### src/rtl/input_event_scheduler_pkg.sv
// Shared definitions for the input event scheduler: source indices,
// event code layout, repeat FSM encoding and small ring/code helpers.
package input_event_pkg;

    localparam int NUM_SRC = 9;

    localparam logic [3:0] SRC_CMD0 = 4'd0;
    localparam logic [3:0] SRC_CMD1 = 4'd1;
    localparam logic [3:0] SRC_CMD2 = 4'd2;
    localparam logic [3:0] SRC_CMD3 = 4'd3;
    localparam logic [3:0] SRC_KEY0 = 4'd4;
    localparam logic [3:0] SRC_KEY1 = 4'd5;
    localparam logic [3:0] SRC_KEY2 = 4'd6;
    localparam logic [3:0] SRC_KEY3 = 4'd7;
    localparam logic [3:0] SRC_RPT  = 4'd8;

    localparam int EVT_IS_CMD = 3;
    localparam int EVT_IS_RPT = 2;

    typedef enum logic [1:0] {
        IDLE   = 2'd0,
        DELAY  = 2'd1,
        REPEAT = 2'd2
    } rpt_state_t;

    // (a + b) mod NUM_SRC for operands already inside the ring
    function automatic logic [3:0] ring_add(input logic [3:0] a, input logic [3:0] b);
        logic [4:0] s;
        s = {1'b0, a} + {1'b0, b};
        if (s >= 5'(NUM_SRC)) s = s - 5'(NUM_SRC);
        return s[3:0];
    endfunction

    // Event code written to the FIFO for a granted source
    function automatic logic [3:0] src_code(input logic [3:0] src, input logic [1:0] rpt_idx);
        logic [3:0] code;
        code = '0;
        if (src < SRC_KEY0) begin
            code[EVT_IS_CMD] = 1'b1;
            code[1:0]        = src[1:0];
        end else if (src < SRC_RPT) begin
            code[1:0]        = src[1:0];
        end else begin
            code[EVT_IS_RPT] = 1'b1;
            code[1:0]        = rpt_idx;
        end
        return code;
    endfunction

    // Position of the (single) set bit of a key vector
    function automatic logic [1:0] key_index(input logic [3:0] keys);
        logic [1:0] idx;
        idx = '0;
        for (int i = 0; i < 4; i++) begin
            if (keys[i]) idx = 2'(i);
        end
        return idx;
    endfunction

endpackage

### src/rtl/input_event_scheduler_fifo.sv
// First-word fall-through event FIFO. The head is a register loaded from
// the array (or bypassed from the write data when the FIFO is refilled
// from empty), so it holds steady until the next pop.
module event_fifo #(
    parameter int DEPTH = 4,
    parameter int WIDTH = 4
) (
    input  logic                     clk,
    input  logic                     rst_n,
    input  logic                     push,
    input  logic                     pop,
    input  logic [WIDTH-1:0]         din,
    output logic [WIDTH-1:0]         head,
    output logic                     valid,
    output logic [$clog2(DEPTH):0]   count
);
    localparam int PW = $clog2(DEPTH);
    localparam logic [PW:0] FULL = (PW+1)'(DEPTH);

    logic [WIDTH-1:0] mem [DEPTH];
    logic [PW-1:0]    wr_ptr_reg, rd_ptr_reg, rd_ptr_next;
    logic [PW:0]      count_reg, count_next;
    logic [WIDTH-1:0] head_reg, head_next;
    logic             do_push, do_pop;

    assign do_pop      = pop && (count_reg != '0);
    assign do_push     = push && (count_reg < FULL);
    assign rd_ptr_next = rd_ptr_reg + PW'(do_pop);
    assign count_next  = count_reg + (PW+1)'(do_push) - (PW+1)'(do_pop);

    // Next head: bypass fresh data into an emptied FIFO, else read the array
    always_comb begin
        head_next = head_reg;
        if (do_push && (wr_ptr_reg == rd_ptr_next)) head_next = din;
        else if (count_next != '0)                  head_next = mem[rd_ptr_next];
    end

    // Storage array, no reset so it maps onto RAM
    always_ff @(posedge clk) begin
        if (do_push) mem[wr_ptr_reg] <= din;
    end

    // Pointers, occupancy and head register
    always_ff @(posedge clk or negedge rst_n) begin
        if (!rst_n) begin
            wr_ptr_reg <= '0;
            rd_ptr_reg <= '0;
            count_reg  <= '0;
            head_reg   <= '0;
        end else begin
            if (do_push) wr_ptr_reg <= wr_ptr_reg + 1'b1;
            rd_ptr_reg <= rd_ptr_next;
            count_reg  <= count_next;
            head_reg   <= head_next;
        end
    end

    assign head  = head_reg;
    assign valid = (count_reg != '0);
    assign count = count_reg;

endmodule

### src/rtl/input_event_scheduler.sv
// Collects command/key pulses plus a key auto-repeat source, arbitrates
// them round-robin into an event FIFO and presents one event at a time.
module input_event_scheduler
    import input_event_pkg::*;
#(
    parameter int FIFO_DEPTH   = 4,
    parameter int REPEAT_DELAY = 25000000,
    parameter int REPEAT_RATE  = 5000000,
    parameter int CNT_W        = 25
) (
    input  logic                          CLOCK_50,
    input  logic                          RESET_N,
    input  logic [3:0]                    CMD_En,
    input  logic [3:0]                    KEY_En,
    input  logic [3:0]                    KEY_Reg,
    input  logic                          REPEAT_EN,
    output logic                          EVT_Valid,
    output logic [3:0]                    EVT_Code,
    input  logic                          EVT_Ready,
    output logic [$clog2(FIFO_DEPTH):0]   FIFO_Count,
    output logic                          Overflow,
    input  logic                          Overflow_Clr
);
    localparam int CW = $clog2(FIFO_DEPTH) + 1;
    localparam logic [CW-1:0] FIFO_FULL = CW'(FIFO_DEPTH);

    logic [NUM_SRC-1:0] pend_reg, pend_next, req_vec, gnt_vec;
    logic [7:0]         coalesce;
    logic [3:0]         rr_ptr_reg, gnt_idx, gnt_code;
    logic               gnt_found, grant, ovf_set, ovf_reg;

    rpt_state_t         state_reg;
    logic [CNT_W-1:0]   cnt_reg;
    logic [1:0]         rpt_idx_reg, rpt_code_idx_reg;
    logic               rpt_req_reg, key_onehot, key_multi, rpt_abort;

    assign req_vec = {rpt_req_reg, KEY_En, CMD_En};
    assign grant   = gnt_found && (FIFO_Count < FIFO_FULL);

    // Round-robin search: first pending source at or after the pointer
    always_comb begin
        logic [3:0] cand;
        cand      = '0;
        gnt_found = 1'b0;
        gnt_idx   = rr_ptr_reg;
        for (int k = 0; k < NUM_SRC; k++) begin
            cand = ring_add(rr_ptr_reg, 4'(k));
            if (!gnt_found && pend_reg[cand]) begin
                gnt_found = 1'b1;
                gnt_idx   = cand;
            end
        end
    end

    // Per-source pending bit: a pulse always wins over its own grant
    generate
        for (genvar gi = 0; gi < NUM_SRC; gi++) begin : g_pend
            assign gnt_vec[gi]   = grant && (gnt_idx == 4'(gi));
            assign pend_next[gi] = req_vec[gi] | (pend_reg[gi] & ~gnt_vec[gi]);
        end
        for (genvar gi = 0; gi < 8; gi++) begin : g_coal
            assign coalesce[gi] = req_vec[gi] & pend_reg[gi] & ~gnt_vec[gi];
        end
    endgenerate

    assign ovf_set  = |coalesce;
    assign gnt_code = src_code(gnt_idx, rpt_code_idx_reg);

    // Pending bits, ring pointer, repeat code index and sticky overflow
    always_ff @(posedge CLOCK_50 or negedge RESET_N) begin
        if (!RESET_N) begin
            pend_reg         <= '0;
            rr_ptr_reg       <= '0;
            rpt_code_idx_reg <= '0;
            ovf_reg          <= 1'b0;
        end else begin
            pend_reg <= pend_next;
            if (grant) rr_ptr_reg <= ring_add(gnt_idx, 4'd1);
            // A dropped repeat request must not retag the one still pending
            if (rpt_req_reg && (!pend_reg[SRC_RPT] || gnt_vec[SRC_RPT]))
                rpt_code_idx_reg <= rpt_idx_reg;
            if (ovf_set)           ovf_reg <= 1'b1;
            else if (Overflow_Clr) ovf_reg <= 1'b0;
        end
    end

    assign key_onehot = $onehot(KEY_Reg);
    assign key_multi  = !$onehot0(KEY_Reg);
    assign rpt_abort  = !REPEAT_EN || key_multi || !KEY_Reg[rpt_idx_reg];

    // Auto-repeat FSM; rpt_req_reg is a one-cycle registered request pulse
    always_ff @(posedge CLOCK_50 or negedge RESET_N) begin
        if (!RESET_N) begin
            state_reg   <= IDLE;
            cnt_reg     <= '0;
            rpt_idx_reg <= '0;
            rpt_req_reg <= 1'b0;
        end else begin
            rpt_req_reg <= 1'b0;
            case (state_reg)
                IDLE: begin
                    if (REPEAT_EN && key_onehot) begin
                        rpt_idx_reg <= key_index(KEY_Reg);
                        cnt_reg     <= '0;
                        state_reg   <= DELAY;
                    end
                end
                DELAY: begin
                    if (rpt_abort) begin
                        cnt_reg   <= '0;
                        state_reg <= IDLE;
                    end else if (cnt_reg == CNT_W'(REPEAT_DELAY - 1)) begin
                        rpt_req_reg <= 1'b1;
                        cnt_reg     <= '0;
                        state_reg   <= REPEAT;
                    end else begin
                        cnt_reg <= cnt_reg + 1'b1;
                    end
                end
                REPEAT: begin
                    if (rpt_abort) begin
                        cnt_reg   <= '0;
                        state_reg <= IDLE;
                    end else if (cnt_reg == CNT_W'(REPEAT_RATE - 1)) begin
                        rpt_req_reg <= 1'b1;
                        cnt_reg     <= '0;
                    end else begin
                        cnt_reg <= cnt_reg + 1'b1;
                    end
                end
                default: begin
                    cnt_reg   <= '0;
                    state_reg <= IDLE;
                end
            endcase
        end
    end

    event_fifo #(
        .DEPTH (FIFO_DEPTH),
        .WIDTH (4)
    ) u_fifo (
        .clk   (CLOCK_50),
        .rst_n (RESET_N),
        .push  (grant),
        .pop   (EVT_Ready),
        .din   (gnt_code),
        .head  (EVT_Code),
        .valid (EVT_Valid),
        .count (FIFO_Count)
    );

    assign Overflow = ovf_reg;

endmodule

### config.mk
export PLATFORM = sky130hd
export DESIGN_NAME = input_event_scheduler
export DESIGN_NICKNAME = d
export VERILOG_FILES = /design/src/rtl/input_event_scheduler_pkg.sv /design/src/rtl/input_event_scheduler_fifo.sv /design/src/rtl/input_event_scheduler.sv
export SDC_FILE = /design/constraint.sdc
export NUM_CORES = 1
export LEC_CHECK = 0
export ABC_AREA = 0
export ABC_CLOCK_PERIOD_IN_PS = 19100
export BUFFER_PORTS_ARGS = -buffer_cell sky130_fd_sc_hd__clkbuf_2
export CAP_MARGIN = 20
export CELL_PAD_IN_SITES_DETAIL_PLACEMENT = 1
export CELL_PAD_IN_SITES_GLOBAL_PLACEMENT = 1
export CORE_UTILIZATION = 30
export DETAILED_ROUTE_END_ITERATION = 7
export PLACE_DENSITY = 0.54
export SKIP_CTS_REPAIR_TIMING = 1
export SLEW_MARGIN = 20
export SYNTH_ARGS = -nofsm -noshare
export SYNTH_HDL_FRONTEND = slang
export SYNTH_SLANG_ARGS = --single-unit
### constraint.sdc
create_clock -name CLOCK_50 -period 19.1 [get_ports CLOCK_50]
set_input_delay 0 -clock CLOCK_50 [delete_from_list [all_inputs] [get_ports CLOCK_50]]
set_output_delay 0 -clock CLOCK_50 [all_outputs]
set_load 0.02 [all_outputs]
==> results by group <==
Min path
  • Tightest Hold Check Type: in2reg

Layout
  • Max FFs per register: 25
  • Multi-input gate area: 0.005411 mm²
  • Share of layout cells above drive strength 1: 0.1285
  • Register area: 0.001908 mm²
  • P&R area growth vs syn: 9.435%
  • Core Util, Final: 0.3358
  • ANT cells: 0
  • Fin nets: 997
  • FILL cells: 2994

Status
  • Status: finished, final reports clean

Floorplan
  • DIE AREA: 0.02655 mm²
  • Die width: 162.9 µm
  • Number of core rows: 58
  • Core area: 0.02533 mm²
  • IO Count: 26
  • Initial Util: 0.3068
  • Die span in y: 162.9 µm

Logic synthesis
  • Top post-synthesis cells by count: nand2_1 (96), o21ai_0 (73), nor2_1 (68)
  • Seq/Total Area, Yosys: 0.2454
  • Mapped cell area: 0.007771 mm²
  • Mapped Cells: 931
  • Top post-synthesis cells by area: dfrtp_1 (18%), ha_1 (6.6%), edfxtp_1 (6.2%), o21ai_0 (4.7%), nand2_1 (4.6%)
  • Synth Net Count: 991
  • XOR/XNOR Fraction of Synth Area: 0.04621
  • Unique masters post-synth: 105
  • Synth area leader: dfrtp_1
  • Largest family of logic cells by synthesized area: simple AND/OR/NAND/NOR gates
  • Mapped Avg Cell Area: 8.347 µm²
  • Simple-Gate Fraction of Synth Area: 0.2473
  • Synth top area share: 0.1835
  • #FFs+latches synth: 73
  • Top-count cell post-synth: nand2_1
  • Total of warnings raised by yosys: 0
  • Post-synthesis compound-gate area fraction: 0.2365
  • Adder-cell share of the synthesized area: 0.07116
  • EDFF count, synth: 16
  • Prevailing post-synth register cell: dfrtp_1
  • Async SR Flop Fraction: 0.7808
  • Mux share of post-synthesis cell area: 0.09467

Timing
  • Final Hold Viols: 0
  • Final worst-path cycle share: 0.3478
  • Final setup fails: 0
  • Hold slack: 114.0 ps
  • Post-route setup slack: 12460 ps
  • Rel. slew slack: 0.4581
  • Skew final: 9.123 ps
  • Worst-Margin Slew: 810.4 ps
  • Fin Setup TNS: 0 ps
  • Slew Limit Fails: 0
  • RSZ-0062 raised after global routing: no
  • Min Tclk post-route: 6643 ps
  • Max Clock Freq: 150.5 MHz

Placed design
  • Port bufs: 25
  • Place WS: 12620 ps
  • RePlAce Congestion: 0.8414
  • HPWL Detailed: 19.41 mm

Run
  • Max cap viols: 0

Power and ir drop
  • P_leak: 0.003447 µW
  • Maximum vdd ir drop: 0.1018 mV
  • Power per cell area: 208.8 mW/mm²

Detailed routing
  • Residual DRC count: 0
  • DR pass1 iterations: 5
  • DRT antenna net count: 0
  • Wirelength per Cell: 20.61 µm
  • DR iter-0 viols: 488
  • Vias per cell: 5.588
  • Detailed-route via count: 7108
  • Total Wirelength: 26.21 mm

CTS
  • Clock transition at path regs: 60 ps
  • Root buffer cell: clkbuf_16
  • TritonCTS Buffers: 9
  • CTS tree: built
  • Clk Latency, worst-skew pair: 340 ps
  • Clock H-tree levels: 3
  • CTS sink cnt: 73
  • Maximum clock path buffer count: 2

GRT
  • Gr ovfl total: 0
  • Vias in the first global route: 7190
  • First-pass GRT wire length: 41.42 mm
  • Largest net degree at the start of global routing: 59
  • Initial antenna violation count: 0
  • GRT Resource Usage Total: 0.2004

Critical path
  • Kind of end point of the critical path: flip-flop
  • Startpoint Class: flip-flop
  • Setup CP Type: reg2reg
  • Max Fanout on Critical Path: 31
  • WP data arrival: 6860 ps
  • CP required: 19320 ps
==> worst max-delay path, stage by stage, from the launching register on <==
cell and delay [ps]:
dfrtp_2 590, clkinv_1 120, buf_4 280, ha_1 750
buf_4 350, nand2_1 170, a211oi_1 350, a21o_1 270
a21oi_1 110, o311ai_0 560, nand4_2 350, nand4b_4 260
and2b_1 220, a211oi_1 240, o31ai_1 160, mux2i_2 440
inv_1 170, ha_1 370, or2_2 320, and4_1 200
o21bai_1 140, a31oi_1 90
==> final timing paths <==
check | slack, ps | to | depth (start not counted) | start
setup / recovery | 12460 | rr_ptr_reg[2]$_DFFE_PN0P_ | 21 | rr_ptr_reg[0]$_DFFE_PN0P_
hold / removal | 110 | rpt_idx_reg[0]$_DFFE_PN0P_ | 3 | KEY_Reg[2]
setup reg to reg | 12460 | rr_ptr_reg[2]$_DFFE_PN0P_ | 21 | rr_ptr_reg[0]$_DFFE_PN0P_
hold reg to reg | 460 | pend_reg[8]$_DFF_PN0_ | 1 | rpt_req_reg$_DFF_PN0_
max in group asynchronous | 18190 | rr_ptr_reg[0]$_DFFE_PN0P_ | 3 | RESET_N
min in group asynchronous | 360 | cnt_reg[10]$_DFFE_PN0P_ | 3 | RESET_N
==> per-layer routing <==
layer	global-route usage	routed length [µm]	up-vias
li1	-	-	3443
met1	0.2687	12390	3543
met2	0.3443	12850	101
met3	0.01579	574	21
met4	0.05310	398	0
met5	0	0	-
==> layout by cell type (no fill, tap or decap), types with 24 or more instances in the layout <==
master and n:
a21oi_1 34, clkbuf_2 24, dfrtp_1 56, ha_1 41
inv_1 36, mux2i_1 32, nand2_1 96, nand3_1 32
nor2_1 68, o21ai_0 73, xnor2_1 27
==> power breakdown <==
group	leakage [µW]	switching (µW)	internal [µW]
clock network	0.000137	71.7	90.0
registers	0.000862	35.2	225
logic	0.00245	862	491
==> kinds of logic (layout without fill, tap and decap cells) <==
kind of cell / Yosys count / count (layout)
fa+ha+maj: 43 / 43
mux: 56 / 56
compound gates: 261 / 261
buf+inv: 95 / 106
flops: 73 / 73
xor+xnor: 41 / 41
simple gates: 362 / 362
==> per-stage QoR <==
stage	instances	instance area, µm²	power [µW]
CTS	1261	8394	1777
global route	1272	8504	1920
global placement	1245	8109	1612
finish	1272	8504	1776
detailed placement	1245	8109	1603
floorplan	931	7771	1289
==> layout make-up <==
class / instances / area share
Clock inverter: 7 / 0.007062
Inverter: 41 / 0.01810
Clock buffer: 9 / 0.02648
Multi-Input combinational cell: 763 / 0.6363
Timing Repair Buffer: 49 / 0.03913
Sequential cell: 73 / 0.2244
Tap cell: 330 / 0.04855
Note: power is estimated with default switching activity, not from simulation.
